## src/rtl/motion_overlay.sv

```systemverilog
`timescale 1ns/1ps
// motion_overlay: consumer end of the vecgen tile-vector interface.
// Collects per-tile motion flags into a write bank and copies the write bank
// to a display bank at each frame end. The incoming pixel stream is re-emitted
// one cycle later. Each tile that is flagged in the display bank gets a
// coloured border drawn around it.
module motion_overlay #(
  parameter int          H_ACTIVE     = 1280,
  parameter int          V_ACTIVE     = 720,
  parameter int          GX           = 16,
  parameter int          GY           = 16,
  parameter int          BORDER_W     = 2,
  parameter logic [23:0] BORDER_COLOR = 24'hFF0000,
  parameter int          VSYNC_ACTIVE = 0
) (
  input  logic        pclk,
  input  logic        rst,
  input  logic        vec_we,
  input  logic [7:0]  vec_addr,
  input  logic        motion_detected,
  input  logic        overlay_en,
  input  logic [23:0] s_pData,
  input  logic        s_pVDE,
  input  logic        s_pHSync,
  input  logic        s_pVSync,
  output logic [23:0] m_pData,
  output logic        m_pVDE,
  output logic        m_pHSync,
  output logic        m_pVSync,
  output logic [8:0]  tile_count,
  output logic        frame_done
);

  // Tile geometry and counter widths
  localparam int TW  = H_ACTIVE / GX;
  localparam int TH  = V_ACTIVE / GY;
  localparam int NT  = GX * GY;
  localparam int PXW = (TW > 1) ? $clog2(TW) : 1;
  localparam int TXW = $clog2(GX + 1);
  localparam int PYW = (TH > 1) ? $clog2(TH) : 1;
  localparam int TYW = (GY > 1) ? $clog2(GY) : 1;
  localparam int AW  = (NT > 1) ? $clog2(NT) : 1;

  // Sized compare constants
  localparam logic [PXW-1:0] PX_MAX = PXW'(TW - 1);
  localparam logic [PXW-1:0] BW_PX  = PXW'(BORDER_W);
  localparam logic [PXW-1:0] PX_HI  = PXW'(TW - BORDER_W);
  localparam logic [PXW-1:0] PX_ONE = PXW'(1'b1);
  localparam logic [TXW-1:0] TX_SAT = TXW'(GX);
  localparam logic [TXW-1:0] TX_ONE = TXW'(1'b1);
  localparam logic [PYW-1:0] PY_MAX = PYW'(TH - 1);
  localparam logic [PYW-1:0] BW_PY  = PYW'(BORDER_W);
  localparam logic [PYW-1:0] PY_HI  = PYW'(TH - BORDER_W);
  localparam logic [PYW-1:0] PY_ONE = PYW'(1'b1);
  localparam logic [TYW-1:0] TY_MAX = TYW'(GY - 1);
  localparam logic [TYW-1:0] TY_ONE = TYW'(1'b1);
  localparam logic [8:0]     NT_W   = 9'(NT);
  localparam logic           VS_LVL = (VSYNC_ACTIVE != 0) ? 1'b1 : 1'b0;

  // Flag banks and population counters
  logic [NT-1:0]  wbank_r;
  logic [NT-1:0]  dbank_r;
  logic [NT-1:0]  wbank_next_s;
  logic [8:0]     wcnt_r;
  logic [8:0]     wcnt_next_s;
  logic [8:0]     tile_count_r;
  logic           frame_done_r;
  logic           addr_ok_s;
  logic           old_bit_s;

  // Raster position
  logic [PXW-1:0] px_r;
  logic [PXW-1:0] px_next_s;
  logic [TXW-1:0] tx_r;
  logic [TXW-1:0] tx_next_s;
  logic [PYW-1:0] py_r;
  logic [PYW-1:0] py_next_s;
  logic [TYW-1:0] ty_r;
  logic [TYW-1:0] ty_next_s;

  // Stream events and overlay decision
  logic           line_end_s;
  logic           frame_end_s;
  logic           vs_edge_s;
  logic           border_s;
  logic           hit_s;
  logic [AW-1:0]  tile_idx_s;

  // Output stage and vsync history
  logic [23:0]    m_data_r;
  logic           m_vde_r;
  logic           m_hs_r;
  logic           m_vs_r;
  logic           vs_d_r;

  // Apply the incoming tile flag to the write bank and keep its population count
  always_comb begin
    wbank_next_s = wbank_r;
    wcnt_next_s  = wcnt_r;
    addr_ok_s    = ({1'b0, vec_addr} < NT_W);
    old_bit_s    = wbank_r[vec_addr];
    if (vec_we && addr_ok_s) begin
      wbank_next_s[vec_addr] = motion_detected;
      if (motion_detected && !old_bit_s) begin
        wcnt_next_s = wcnt_r + 9'd1;
      end else if (!motion_detected && old_bit_s) begin
        wcnt_next_s = wcnt_r - 9'd1;
      end else begin
        wcnt_next_s = wcnt_r;
      end
    end else begin
      wbank_next_s = wbank_r;
    end
  end

  // Detect line end, frame end and the vsync edge into its active level.
  // The registered m_vde_r doubles as the one-cycle-delayed VDE.
  always_comb begin
    line_end_s  = m_vde_r & ~s_pVDE;
    frame_end_s = line_end_s && (py_r == PY_MAX) && (ty_r == TY_MAX);
    vs_edge_s   = (s_pVSync == VS_LVL) && (vs_d_r != VS_LVL);
  end

  // Next raster position. A vsync edge wins over everything, and a frame end
  // still triggers the swap through frame_end_s.
  always_comb begin
    px_next_s = px_r;
    tx_next_s = tx_r;
    py_next_s = py_r;
    ty_next_s = ty_r;
    if (vs_edge_s) begin
      px_next_s = '0;
      tx_next_s = '0;
      py_next_s = '0;
      ty_next_s = '0;
    end else if (s_pVDE) begin
      if (px_r == PX_MAX) begin
        px_next_s = '0;
        if (tx_r != TX_SAT) begin
          tx_next_s = tx_r + TX_ONE;
        end else begin
          tx_next_s = tx_r;
        end
      end else begin
        px_next_s = px_r + PX_ONE;
      end
    end else if (line_end_s) begin
      px_next_s = '0;
      tx_next_s = '0;
      if (py_r == PY_MAX) begin
        py_next_s = '0;
        if (ty_r == TY_MAX) begin
          ty_next_s = '0;
        end else begin
          ty_next_s = ty_r + TY_ONE;
        end
      end else begin
        py_next_s = py_r + PY_ONE;
      end
    end else begin
      px_next_s = px_r;
    end
  end

  // Decide whether the current pixel lies on the border of a flagged tile
  always_comb begin
    tile_idx_s = AW'(ty_r) * AW'(GX) + AW'(tx_r);
    border_s   = (px_r < BW_PX) || (px_r >= PX_HI) ||
                 (py_r < BW_PY) || (py_r >= PY_HI);
    if (s_pVDE && overlay_en && (tx_r < TX_SAT)) begin
      hit_s = dbank_r[tile_idx_s] & border_s;
    end else begin
      hit_s = 1'b0;
    end
  end

  // Write bank and its running count
  always_ff @(posedge pclk) begin
    if (!rst) begin
      wbank_r <= '0;
      wcnt_r  <= 9'd0;
    end else begin
      wbank_r <= wbank_next_s;
      wcnt_r  <= wcnt_next_s;
    end
  end

  // Copy the write bank to the display bank at each frame end. The copy
  // includes any write made in the same cycle.
  always_ff @(posedge pclk) begin
    if (!rst) begin
      dbank_r      <= '0;
      tile_count_r <= 9'd0;
      frame_done_r <= 1'b0;
    end else begin
      frame_done_r <= frame_end_s;
      if (frame_end_s) begin
        dbank_r      <= wbank_next_s;
        tile_count_r <= wcnt_next_s;
      end
    end
  end

  // Raster position registers
  always_ff @(posedge pclk) begin
    if (!rst) begin
      px_r <= '0;
      tx_r <= '0;
      py_r <= '0;
      ty_r <= '0;
    end else begin
      px_r <= px_next_s;
      tx_r <= tx_next_s;
      py_r <= py_next_s;
      ty_r <= ty_next_s;
    end
  end

  // One-cycle output stage and the vsync history used for edge detection
  always_ff @(posedge pclk) begin
    if (!rst) begin
      m_data_r <= 24'h000000;
      m_vde_r  <= 1'b0;
      m_hs_r   <= 1'b1;
      m_vs_r   <= 1'b1;
      vs_d_r   <= ~VS_LVL;
    end else begin
      m_data_r <= hit_s ? BORDER_COLOR : s_pData;
      m_vde_r  <= s_pVDE;
      m_hs_r   <= s_pHSync;
      m_vs_r   <= s_pVSync;
      vs_d_r   <= s_pVSync;
    end
  end

  assign m_pData    = m_data_r;
  assign m_pVDE     = m_vde_r;
  assign m_pHSync   = m_hs_r;
  assign m_pVSync   = m_vs_r;
  assign tile_count = tile_count_r;
  assign frame_done = frame_done_r;

endmodule
```

## config.mk

```make
export PLATFORM = sky130hd
export DESIGN_NAME = motion_overlay
export DESIGN_NICKNAME = d
export VERILOG_FILES = /design/src/rtl/motion_overlay.sv
export SDC_FILE = /design/constraint.sdc
export NUM_CORES = 1
export LEC_CHECK = 0
export ABC_AREA = 0
export CORE_ASPECT_RATIO = 1.5
export CORE_UTILIZATION = 45
export CTS_BUF_LIST = sky130_fd_sc_hd__clkbuf_4 sky130_fd_sc_hd__clkbuf_8 sky130_fd_sc_hd__clkbuf_16
export DETAILED_ROUTE_END_ITERATION = 8
export REMOVE_ABC_BUFFERS = 1
export SLEW_MARGIN = 20
export SYNTH_ARGS = -nofsm -noshare
export SYNTH_HDL_FRONTEND = slang
export SYNTH_SLANG_ARGS = --single-unit
```

## constraint.sdc

```tcl
create_clock -name pclk -period 4.4 [get_ports pclk]
set_input_delay 0.88 -clock pclk [delete_from_list [all_inputs] [get_ports pclk]]
set_output_delay 0.88 -clock pclk [all_outputs]
set_load 0.05 [all_outputs]
```

Yosys cells after proc, flatten, opt, wreduce, memory -nomap -nowiden

Index checks and enable logic that the tools add are counted.
Widths: inputs -> output; s select.

$add $sub $neg: 7
Magnitude comparators: 8
Eq/ne operators: 6
Multiplexer cells: 22
Bitwise gates (word level): 5
Reductions and logical operators: 19

Operators by type and width:

| operator            | number |
|---|---|
| $bwmux 256          | 1 |
| $mux 256            | 1 |
| $mux 9              | 3 |
| $mux 24             | 1 |
| $mux 7              | 3 |
| $mux 5              | 4 |
| $lt 8x9->1 const B  | 2 |
| $bmux 1 s8          | 2 |
| $add 9x1->9 const B | 1 |
| $sub 9x1->9 const B | 1 |
| $add 8x5->8         | 1 |
| $demux 1 s8         | 1 |
| $ge 8x1->1 const B  | 1 |
| $logic_and 1x1->1   | 8 |
| $add 7x1->7 const B | 1 |
| $eq 7x7->1 const B  | 1 |
| $ge 7x7->1 const B  | 1 |
| $lt 7x2->1 const B  | 1 |
| $add 6x1->6 const B | 1 |
| $eq 6x6->1 const B  | 1 |
| $ge 6x6->1 const B  | 1 |
| $lt 6x2->1 const B  | 1 |
| $mux 6              | 1 |
| $reduce_and 3->1    | 2 |
| 15 further kinds    | 26 |

Bits in registers: 580
Input port bits: 40
Output and inout bits: 37
Logic and storage cells: 81

Depth between registers and ports, before layout

Gate-level depths: netlist of run 1.

Word-level depth: 7
Depth in mapped cells: 13

Worst setup path before layout of run 1

No wires, ideal clock.

Kind: in2reg
Start point: input port vec_addr[1]
End point: register tile_count_r[7] (netlist: tile_count[7])
Library setup time: 116 ps
Arrival time: 3519 ps
Data required time: 4284 ps
Slack: 765 ps
Stages on the path: 12
Buffers on the path: 3
Path through: buf_4 > buf_4 > clkbuf_1 > mux4_2 > a22oi_1 > nand4_1 > nand4_1 > o211ai_1 > nand2b_1 > a311oi_2 > mux2i_1 > a31o_1

Cells in the longest elaborated chain, start to end: 6
Elaborated cells between the ends (all ways): 8

RTL lines:

| item                                                        | RTL line | RTL |
|---|---|---|
| start: declaration                                          | 19       | `input logic [7:0] vec_addr,` |
| $bmux 1 s8 *                                                | 101      | `old_bit_s = wbank_r[vec_addr];` |
| $mux 1 (not written as such) *                              | 101      |  |
| $logic_and 1x1->1 / $logic_not 1->1 (equally long branches) | 106, 104 |  |
| $mux 9 / $logic_and 1x1->1 (equally long branches)          | 106, 104 |  |
| $mux 9 *                                                    | 104      | `if (motion_detected && !old_bit_s) begin` |
| $mux 9 *                                                    | 102      | `if (vec_we && addr_ok_s) begin` |
| end signal: assignment                                      | 199      | `tile_count_r <= wcnt_next_s;` |
| end: declaration                                            | 66       | `logic [8:0] tile_count_r;` |

Every way passes the cells marked *; elsewhere a longest branch is shown, timed or not. The select of a mux whose other input is x is not followed.
A chain may end at the register's enable or synchronous reset.

Worst setup path after layout of run 1

Start point: register tx_r[0]
End point: register m_data_r[1] (netlist: m_pData[1])

Cells in the longest elaborated chain, start to end: 6
Elaborated cells between the ends (all ways): 8

RTL lines:

| item                               | RTL line | RTL |
|---|---|---|
| start: declaration                 | 74       | `logic [TXW-1:0] tx_r;` |
| start signal: assignment           | 213      | `tx_r <= tx_next_s;` |
| $add 8x5->8                        | 167      | `tile_idx_s = AW'(ty_r) * AW'(GX) + AW'(tx_r);` |
| $bmux 1 s8                         | 171      | `hit_s = dbank_r[tile_idx_s] & border_s;` |
| $mux 1 (not written as such)       | 171      |  |
| $and 1x1->1                        | 171      |  |
| $mux 1 *                           | 170      | `if (s_pVDE && overlay_en && (tx_r < TX_SAT)) begin` |
| $reduce_or 2->1 (no source line) * | -        |  |
| end signal: assignment             | 228      | `m_data_r <= hit_s ? BORDER_COLOR : s_pData;` |
| end: declaration                   | 90       | `logic [23:0] m_data_r;` |

Marks and branches as above.

==> metrics.md, run 1 <==
| Metric | Value |
|---|---|
| End of the worst register-to-register path | m_pData[1]$_SDFF_PP0_ |
| Area of the placeable core | 56900 sq um |
| Most Used Layer, Global Route | met2 |
| Post-synthesis async set-or-reset flop share | 0% |
| Total wire length after detailed routing | 79.13 mm |
| Worst Clk Skew | 0.01723 ns |
| Reg2reg start | tx_r[0]$_SDFFE_PP0P_ |
| RePlAce Congestion | ~0.90 |
| Fraction of met2 tracks used by global routing | 48.22% |
| Detailed Routing Iterations Pass 1 | 7 |
| Worst hold endpoint | tile_count[5]$_SDFFE_PN0P_ |
| Global-route track usage on met3 | roughly 3.8% |
| Inserted Diodes | 0 |
| VDD IR max | 0.0003506 V |
| Synth cell count leaders | 756 x nor2_1, 580 x dfxtp_1, 269 x mux2i_1 |
| Root cell of the clock tree | clkbuf_16 |
| Number of synthesized register bits | 580 |
| X dimension of the die | 198.3 um |
| Seq/Total Area, Yosys | 44.65% |
| Actual slew at the worst max-slew pin | 1.005 ns |
| Clk sink count | just under 600 |
| Iteration-0 DRC Markers | 1461 |
| Final Core Density | 51.87% |
| Critical path class | flip-flop to flip-flop |
| Maximum number of pins on one net before global-route repair | ~160 |
| Slew Limit Headroom | 33.03% |
| Kind of path behind the tightest hold check | flip-flop to flip-flop |
| Number of buffers inserted to repair setup after CTS | 0 |
| Wire length of the first global-routing pass | between 100 and 150 mm |
| CP max stage cell | mux4_2 |
| Tcrit/Tclk final | 85.32% |
| Maximum clock insertion buffer count | 3 |
| Leakage power total | 10.33 nW |
| Stage delay of the slowest cell on the critical path | 0.58 ns |
| Net count of the finished layout | 2760 |
| Final Max Slew Viols | 0 |
| Post-Route Setup TNS | 0 ns |
| Synthesis-to-layout area growth | 13.50% |
| Layout cell share with drive strength beyond 1 | 12.93% |
| Io pins | 77 |
| Count of unresolved DRC violations after routing | 0 |
| Required @ worst endpoint | 4.92 ns |
| Final hold vios | 0 |
| Vert. Die Dim | 296.4 um |
| Overall routing resource usage | 27.04% |
| Vias in the first global route | 19660 |
| Number of synthesized flops with an enable pin | 0 |
| Setup repair after global routing missed its margin | no |
| Minimum clock period | between 3 and 4 ns |
| Depth of the worst register-to-register path | 9 |
| Result of the run | finished, final reports clean |
| Number of buffers added on ports | 76 |
| Post-synth top area cell | dfxtp_1 |
| Dominant synthesized flop cell | dfxtp_1 |
| Antenna viol nets, final | 0 |
| TritonCTS Buffers | 53 |
| Number of resized instances in the post-cts repair step | 0 |
| CTS hold repair buffers | 0 |
| Clock slew at reported path FFs | 0.07 ns |
| Total standard cell area after synthesis | 26000 sq um |
| Skew-Pair Late Insertion Delay | 0.59 ns |
| Finish-stage setup viols | 0 |
| Worst EP arrival | 4.28 ns |
| Most used cell, CP | mux4_2 |
| Register-to-register path setup slack | 0.65 ns |
| Fin cells | 3517 |
| Fin Hold WS | roughly 0.48 ns |
| Max-capacitance violation count | 0 |
| Yosys synthesis warning count | 0 |
| Biggest area contributors in the synthesized netlist | dfxtp_1 45%, mux4_2 11%, nor2_1 11% |
| Peak Freq | between 200 and 300 MHz |
| Number of distinct library cell variants in the gate-level netlist after synthesis | between 60 and 70 |
| Power per Cell Area | about 360 nW/um^2 |
| Cells after DPL | 3418 |
| Routed length per instance | 22.50 um |
| Ratio of routed vias to standard cells | 5.783 |
| DP HPWL | 53.79 mm |
| Die area | between 50000 and 60000 sq um |
| Crit Path Max Fanout | 23 |
| Cell Chain, Critical Path | buf_4, mux4_2, mux4_2, mux4_2, mux2i_1, buf_4, a2111oi_4, nor2_2, and2_1 |
| Met1 usage in global routing | a little under a third |
| Initial standard-cell utilization of the core | 45.70% |
| Crit path launch type | flip-flop |
| Max H-tree Level | 2 |
| Post-synthesis area per instance | 9.556 sq um |
| Crit path capture type | flip-flop |
| Worst Hold Depth | 1 |
| Share of the synthesized area in the top cell type | 44.65% |
| Hold Startpoint | tile_count[5]$_SDFFE_PN0P_ |
| Gr ovfl total | 0 |
| Antenna violations before repair | 2 |
| Via count | about 20000 |
| Clock tree from TritonCTS | built |
| Cell with the most instances after synthesis | nor2_1 |
| Num rows | 107 |
| Synthesized netlist cell count | 2721 |
critical path, delay by kind of cell, from the launching register on:
kind,cells,cell delay [ns]
AO/OA/AOI/OAI,1,0.12
buffers and inverters,2,0.62
flip-flops,1,0.39
multiplexers,4,1.91
AND/OR/NAND/NOR,2,0.62
area by class of cell:
cell class	instances	area (sq um)
sequential	580	11620
inverter	13	56.30
timing repair buffer	172	1680
fill	5162	27390
clock buffer	85	1677
tap	763	954.7
multi-input combinational	1890	13390
clock inverter	14	135.1
state kept, by name, summed over array words and instances (netlist names):
| name | cells |
|---|---|
| dbank_r | 256 |
| ty_r | 4 |
| tx_r | 5 |
| m_pVDE | 1 |
| wcnt_r | 9 |
| px_r | 7 |
| vs_d_r | 1 |
| py_r | 6 |
| tile_count | 9 |
| m_pHSync | 1 |
| m_pData | 24 |
| wbank_r | 256 |
| frame_done | 1 |
how the worst max path moves through the flow:
stage / start / end / slack, ns / cells after the start
2_1_floorplan: s_pVDE / tile_count[3]$_SDFFE_PN0P_ / -15.69 / 6
3_3_place_gp: vec_addr[0] / tile_count[7]$_SDFFE_PN0P_ / 0.27 / 11
3_5_place_dp: vec_addr[0] / tile_count[7]$_SDFFE_PN0P_ / 0.19 / 11
4_1_cts: tx_r[0]$_SDFFE_PP0P_ / m_pData[1]$_SDFF_PP0_ / 0.56 / 9
5_1_grt: tx_r[0]$_SDFFE_PP0P_ / m_pData[3]$_SDFF_PP0_ / 0.42 / 9
6_report: tx_r[0]$_SDFFE_PP0P_ / m_pData[1]$_SDFF_PP0_ / 0.65 / 9
layout by cell type (no fill, tap or decap), types with 6 or more instances in the layout:
cell type,count
a211oi_1,258
a21oi_1,33
mux4_1,9
nor2_1,755
nor2b_1,16
xor2_1,16
clkinv_2,7
mux4_2,130
dfxtp_1,577
mux2i_1,269
nand4_1,20
and2_1,20
clkdlybuf4s50_1,71
buf_12,17
nor3_1,20
a22oi_1,15
clkbuf_4,18
o21ai_0,13
nand2b_1,11
inv_1,12
buf_4,81
mux2_2,10
nand3_1,30
nand2_1,159
ha_1,10
and3_1,10
nor4_1,6
or3_1,13
clkbuf_8,12
clkbuf_16,55
report_power, final:
part | switching [W] | total (W) | internal [W]
logic | 0.000425 | 0.000623 | 0.000199
clock network | 0.00206 | 0.00480 | 0.00273
registers | 0.0000181 | 0.00529 | 0.00527
per-layer routing:
metal / wire (um) / part of all wire [%]
met1: 30400 / 38
met2: 40130 / 51
met3: 4334 / 5.5
met4: 4243 / 5.4
met5: 25 / 0.032
cells by family after synthesis:
group	Yosys count	share of synthesized area (%)
mux	418	22.96
buf+inv	251	3.883
simple gates	1080	17.02
flops	580	44.65
compound gates	363	10.36
fa+ha+maj	10	0.4812
xor+xnor	19	0.6400
metrics by stage:
step / instance area (sq um) / power (W) / worst slack (ns)
floorplan: 25040 / 0.005698 / -15.69
global placement: 27700 / 0.006018 / 0.2717
detailed placement: 27700 / 0.006025 / 0.1855
CTS: 29510 / 0.01078 / 0.5618
global route: 29510 / 0.01102 / 0.4208
finish: 29510 / 0.01071 / 0.6458
Power figures use the tool's default switching activity.
==> run 2, diff against run 1 <==
--- a/config.mk
+++ b/config.mk
@@ -11,6 +11,7 @@
 export CTS_BUF_LIST = sky130_fd_sc_hd__clkbuf_4 sky130_fd_sc_hd__clkbuf_8 sky130_fd_sc_hd__clkbuf_16
 export DETAILED_ROUTE_END_ITERATION = 8
 export REMOVE_ABC_BUFFERS = 1
+export SKIP_CTS_REPAIR_TIMING = 1
 export SLEW_MARGIN = 20
 export SYNTH_ARGS = -nofsm -noshare
 export SYNTH_HDL_FRONTEND = slang
==> results of run 2 <==
The final DEF is identical to that of run 1; final timing and power are the same.
==> run 3, diff against run 2 <==
--- a/config.mk
+++ b/config.mk
@@ -6,10 +6,12 @@
 export NUM_CORES = 1
 export LEC_CHECK = 0
 export ABC_AREA = 0
+export CAP_MARGIN = 10
 export CORE_ASPECT_RATIO = 1.5
 export CORE_UTILIZATION = 45
 export CTS_BUF_LIST = sky130_fd_sc_hd__clkbuf_4 sky130_fd_sc_hd__clkbuf_8 sky130_fd_sc_hd__clkbuf_16
 export DETAILED_ROUTE_END_ITERATION = 8
+export GPL_TIMING_DRIVEN = 0
 export REMOVE_ABC_BUFFERS = 1
 export SKIP_CTS_REPAIR_TIMING = 1
 export SLEW_MARGIN = 20
==> metrics.md, run 3 (synthesized netlist as in run 1, its figures left out) <==
| Metric | Value |
|---|---|
| Result of the run | finished, final reports clean (unchanged) |
| RePlAce Congestion | 0.8047 (was 0.8978) |
| Minimum clock period | 4.122 ns (was 3.754 ns) |
| Max H-tree Level | 2 (unchanged) |
| Final Max Slew Viols | 0 (unchanged) |
| Area of the placeable core | 56900 sq um (unchanged) |
| Worst EP arrival | 4.65 ns (was 4.28 ns) |
| Critical path origin | tx_r[0]$_SDFFE_PP0P_ (unchanged) |
| VDD IR max | 0.0003268 V (was 0.0003506 V) |
| Inserted Diodes | 0 (unchanged) |
| Finished layout cell area | 29520 sq um (was 29510 sq um) |
| Crit Path Max Fanout | 23 (unchanged) |
| Sequential Power Share | 49.0% (was 49.4%) |
| Register-to-register path setup slack | 0.28 ns (was 0.65 ns) |
| End of the worst register-to-register path | m_pData[2]$_SDFF_PP0_ (was m_pData[1]$_SDFF_PP0_) |
| TritonCTS Buffers | 53 (unchanged) |
| Worst Hold Depth | 1 (unchanged) |
| Worst Clk Skew | 0.01698 ns (was 0.01723 ns) |
| Post-Route Setup TNS | 0 ns (unchanged) |
| Via count | 20140 (was 20340) |
| Depth of the worst register-to-register path | 10 (was 9) |
| Vert. Die Dim | 296.4 um (unchanged) |
| Clock slew at reported path FFs | 0.07 ns (about the same) |
| Clk sink count | 580 (unchanged) |
| Wire length of the first global-routing pass | 114.3 mm (was 119.7 mm) |
| X dimension of the die | 198.3 um (unchanged) |
| Count of unresolved DRC violations after routing | 0 (unchanged) |
| Antenna violations before repair | 2 (unchanged) |
| Worst hold endpoint | tile_count[5]$_SDFFE_PN0P_ (unchanged) |
| Switching power | 0.002498 W (was 0.002505 W) |
| Crit path capture type | flip-flop (unchanged) |
| Antenna viol nets, final | 0 (unchanged) |
| Slew Limit Headroom | 18.07% (was 33.03%) |
| Required @ worst endpoint | 4.93 ns (was 4.92 ns) |
| Num rows | 107 (unchanged) |
| Net count of the finished layout | 2703 (was 2760) |
| Final hold vios | 0 (unchanged) |
| Root cell of the clock tree | clkbuf_16 (unchanged) |
| Combinational power share | 5.7% (was 5.8%) |
| Crit path launch type | flip-flop (unchanged) |
| Number of fill cells | 5140 (was 5162) |
| Critical path class | flip-flop to flip-flop (unchanged) |
| Reg2reg start | tx_r[0]$_SDFFE_PP0P_ (unchanged) |
| Routed length per instance | 21.37 um (was 22.50 um) |
| Die area | 58770 sq um (unchanged) |
| DP HPWL | 47.74 mm (was 53.79 mm) |
| Vias in the first global route | 19670 (was 19660) |
| Max-capacitance violation count | 0 (unchanged) |
| Synthesis-to-layout area growth | 13.52% (was 13.50%) |
| Iteration-0 DRC Markers | 1560 (was 1461) |
| Maximum clock insertion buffer count | 3 (unchanged) |
| Most frequent standard cell in the layout excluding fill and tap cells | nor2_1 (unchanged) |
| Int Power | 0.008294 W (was 0.008203 W) |
| Switching Fraction | 23.15% (was 23.40%) |
| Peak Freq | 242.6 MHz (was 266.4 MHz) |
| Layout cell share with drive strength beyond 1 | 11.81% (was 12.93%) |
| Total cell area at the placement stage | 27640 sq um (was 27700 sq um) |
| Ratio of routed vias to standard cells | 5.827 (was 5.783) |
| Setup repair after global routing missed its margin | no (unchanged) |
| Clock tree from TritonCTS | built (unchanged) |
| Leakage power total | 10.19 nW (was 10.33 nW) |
| Io pins | 77 (unchanged) |
| Hold Startpoint | tile_count[5]$_SDFFE_PN0P_ (unchanged) |
| Actual slew at the worst max-slew pin | 1.229 ns (was 1.005 ns) |
| Most frequent cells in the layout | 751 x nor2_1, 576 x dfxtp_1, 269 x mux2i_1 (was 755 x nor2_1, 577 x dfxtp_1, 269 x mux2i_1) |
| Overall routing resource usage | 25.24% (was 27.04%) |
| Total wire length after detailed routing | 73.87 mm (was 79.13 mm) |
| Clock network power share | 45.2% (was 44.8%) |
| Number of buffers added on ports | 76 (unchanged) |
| Tcrit/Tclk final | 93.67% (was 85.32%) |
| Detailed Routing Iterations Pass 1 | 5 (was 7) |
| Finish-stage setup viols | 0 (unchanged) |
| Kind of path behind the tightest hold check | flip-flop to flip-flop (unchanged) |
| Gr ovfl total | 0 (unchanged) |
| Power per Cell Area | 365.6 nW/um^2 (was 362.9 nW/um^2) |
| Initial standard-cell utilization of the core | 45.70% (unchanged) |
| Maximum number of pins on one net before global-route repair | 134 (was 155) |
| Skew-Pair Late Insertion Delay | 0.60 ns (was 0.59 ns) |
## run 3: changes by cell type in the layout (fill, tap and decap cells not counted), moves of 4 or more
cell | previous run | this run
buf_16 | 0 | 14
nor2_1 | 755 | 751
nand3_2 | 0 | 6
buf_6 | 1 | 8
clkbuf_8 | 12 | 16
clkbuf_4 | 18 | 12
nand3_1 | 30 | 24
nor2_4 | 1 | 5
clkdlybuf4s50_1 | 71 | 67
buf_2 | 2 | 6
buf_4 | 81 | 0
## run 3: cell type report
type	instances	area [sq um]	share of cell area, %
clock buffers	84	1712	5.799
repair buffers	115	1567	5.307
well taps	763	954.7	3.234
flip-flops and latches	580	11620	39.37
inverters	13	56.30	0.1908
multi-input cells	1890	13470	45.64
clock inverters	11	133.9	0.4536
## run 3: routing by layer
layer  share of wire (%)  vias to the layer above  GRT usage, %
met1                  41                     9906         31.07
met5               0.031                        -             0
met4                 4.6                        4         11.95
met3                 5.2                      164         3.367
li1                    -                     9480             -
met2                  49                      583         43.47
## run 3: power by group through the flow
stage | Sequential, W | Clock, W | Combinational (W)
5_1_grt | 0.00529 | 0.00515 | 0.000655
4_1_cts | 0.00529 | 0.00496 | 0.000612
6_report | 0.00529 | 0.00488 | 0.000618
2_1_floorplan | 0.00546 | 0 | 0.000238
3_3_place_gp | 0.00542 | 0 | 0.000573
3_5_place_dp | 0.00541 | 0 | 0.000611
## run 3: through the flow
step / hold WS (ns) / util (%) / total power (W) / instances / setup WS, ns
2_1_floorplan: 0.4645 / - / 0.005698 / 2483 / -15.69
3_3_place_gp: 0.4612 / 47.03 / 0.005997 / 3322 / -24.00
3_5_place_dp: 0.4689 / 48.58 / 0.006023 / 3360 / -0.4116
4_1_cts: 0.4841 / 51.83 / 0.01086 / 3455 / -0.09266
5_1_grt: 0.5041 / 51.88 / 0.01110 / 3456 / 0.09035
6_report: 0.4833 / 51.88 / 0.01079 / 3456 / 0.2783
## run 3: worst max-delay path by stage
stage                            endpoint  slack, ns
5_1_grt             m_pData[2]$_SDFF_PP0_       0.09
3_3_place_gp   tile_count[1]$_SDFFE_PN0P_     -24.00
3_5_place_dp   tile_count[8]$_SDFFE_PN0P_      -0.41
2_1_floorplan  tile_count[3]$_SDFFE_PN0P_     -15.69
4_1_cts             m_pData[2]$_SDFF_PP0_      -0.09
6_report            m_pData[2]$_SDFF_PP0_       0.28
## run 3: critical path, cell delays in order (launching register included)
cell and delay, ns:
dfxtp_4 0.62, buf_12 0.29, buf_12 0.28, mux4_2 0.58, mux4_2 0.54, mux4_2 0.56
nor2b_1 0.18, a211oi_2 0.32, a2111oi_4 0.16, nor2_4 0.28, and2_1 0.17
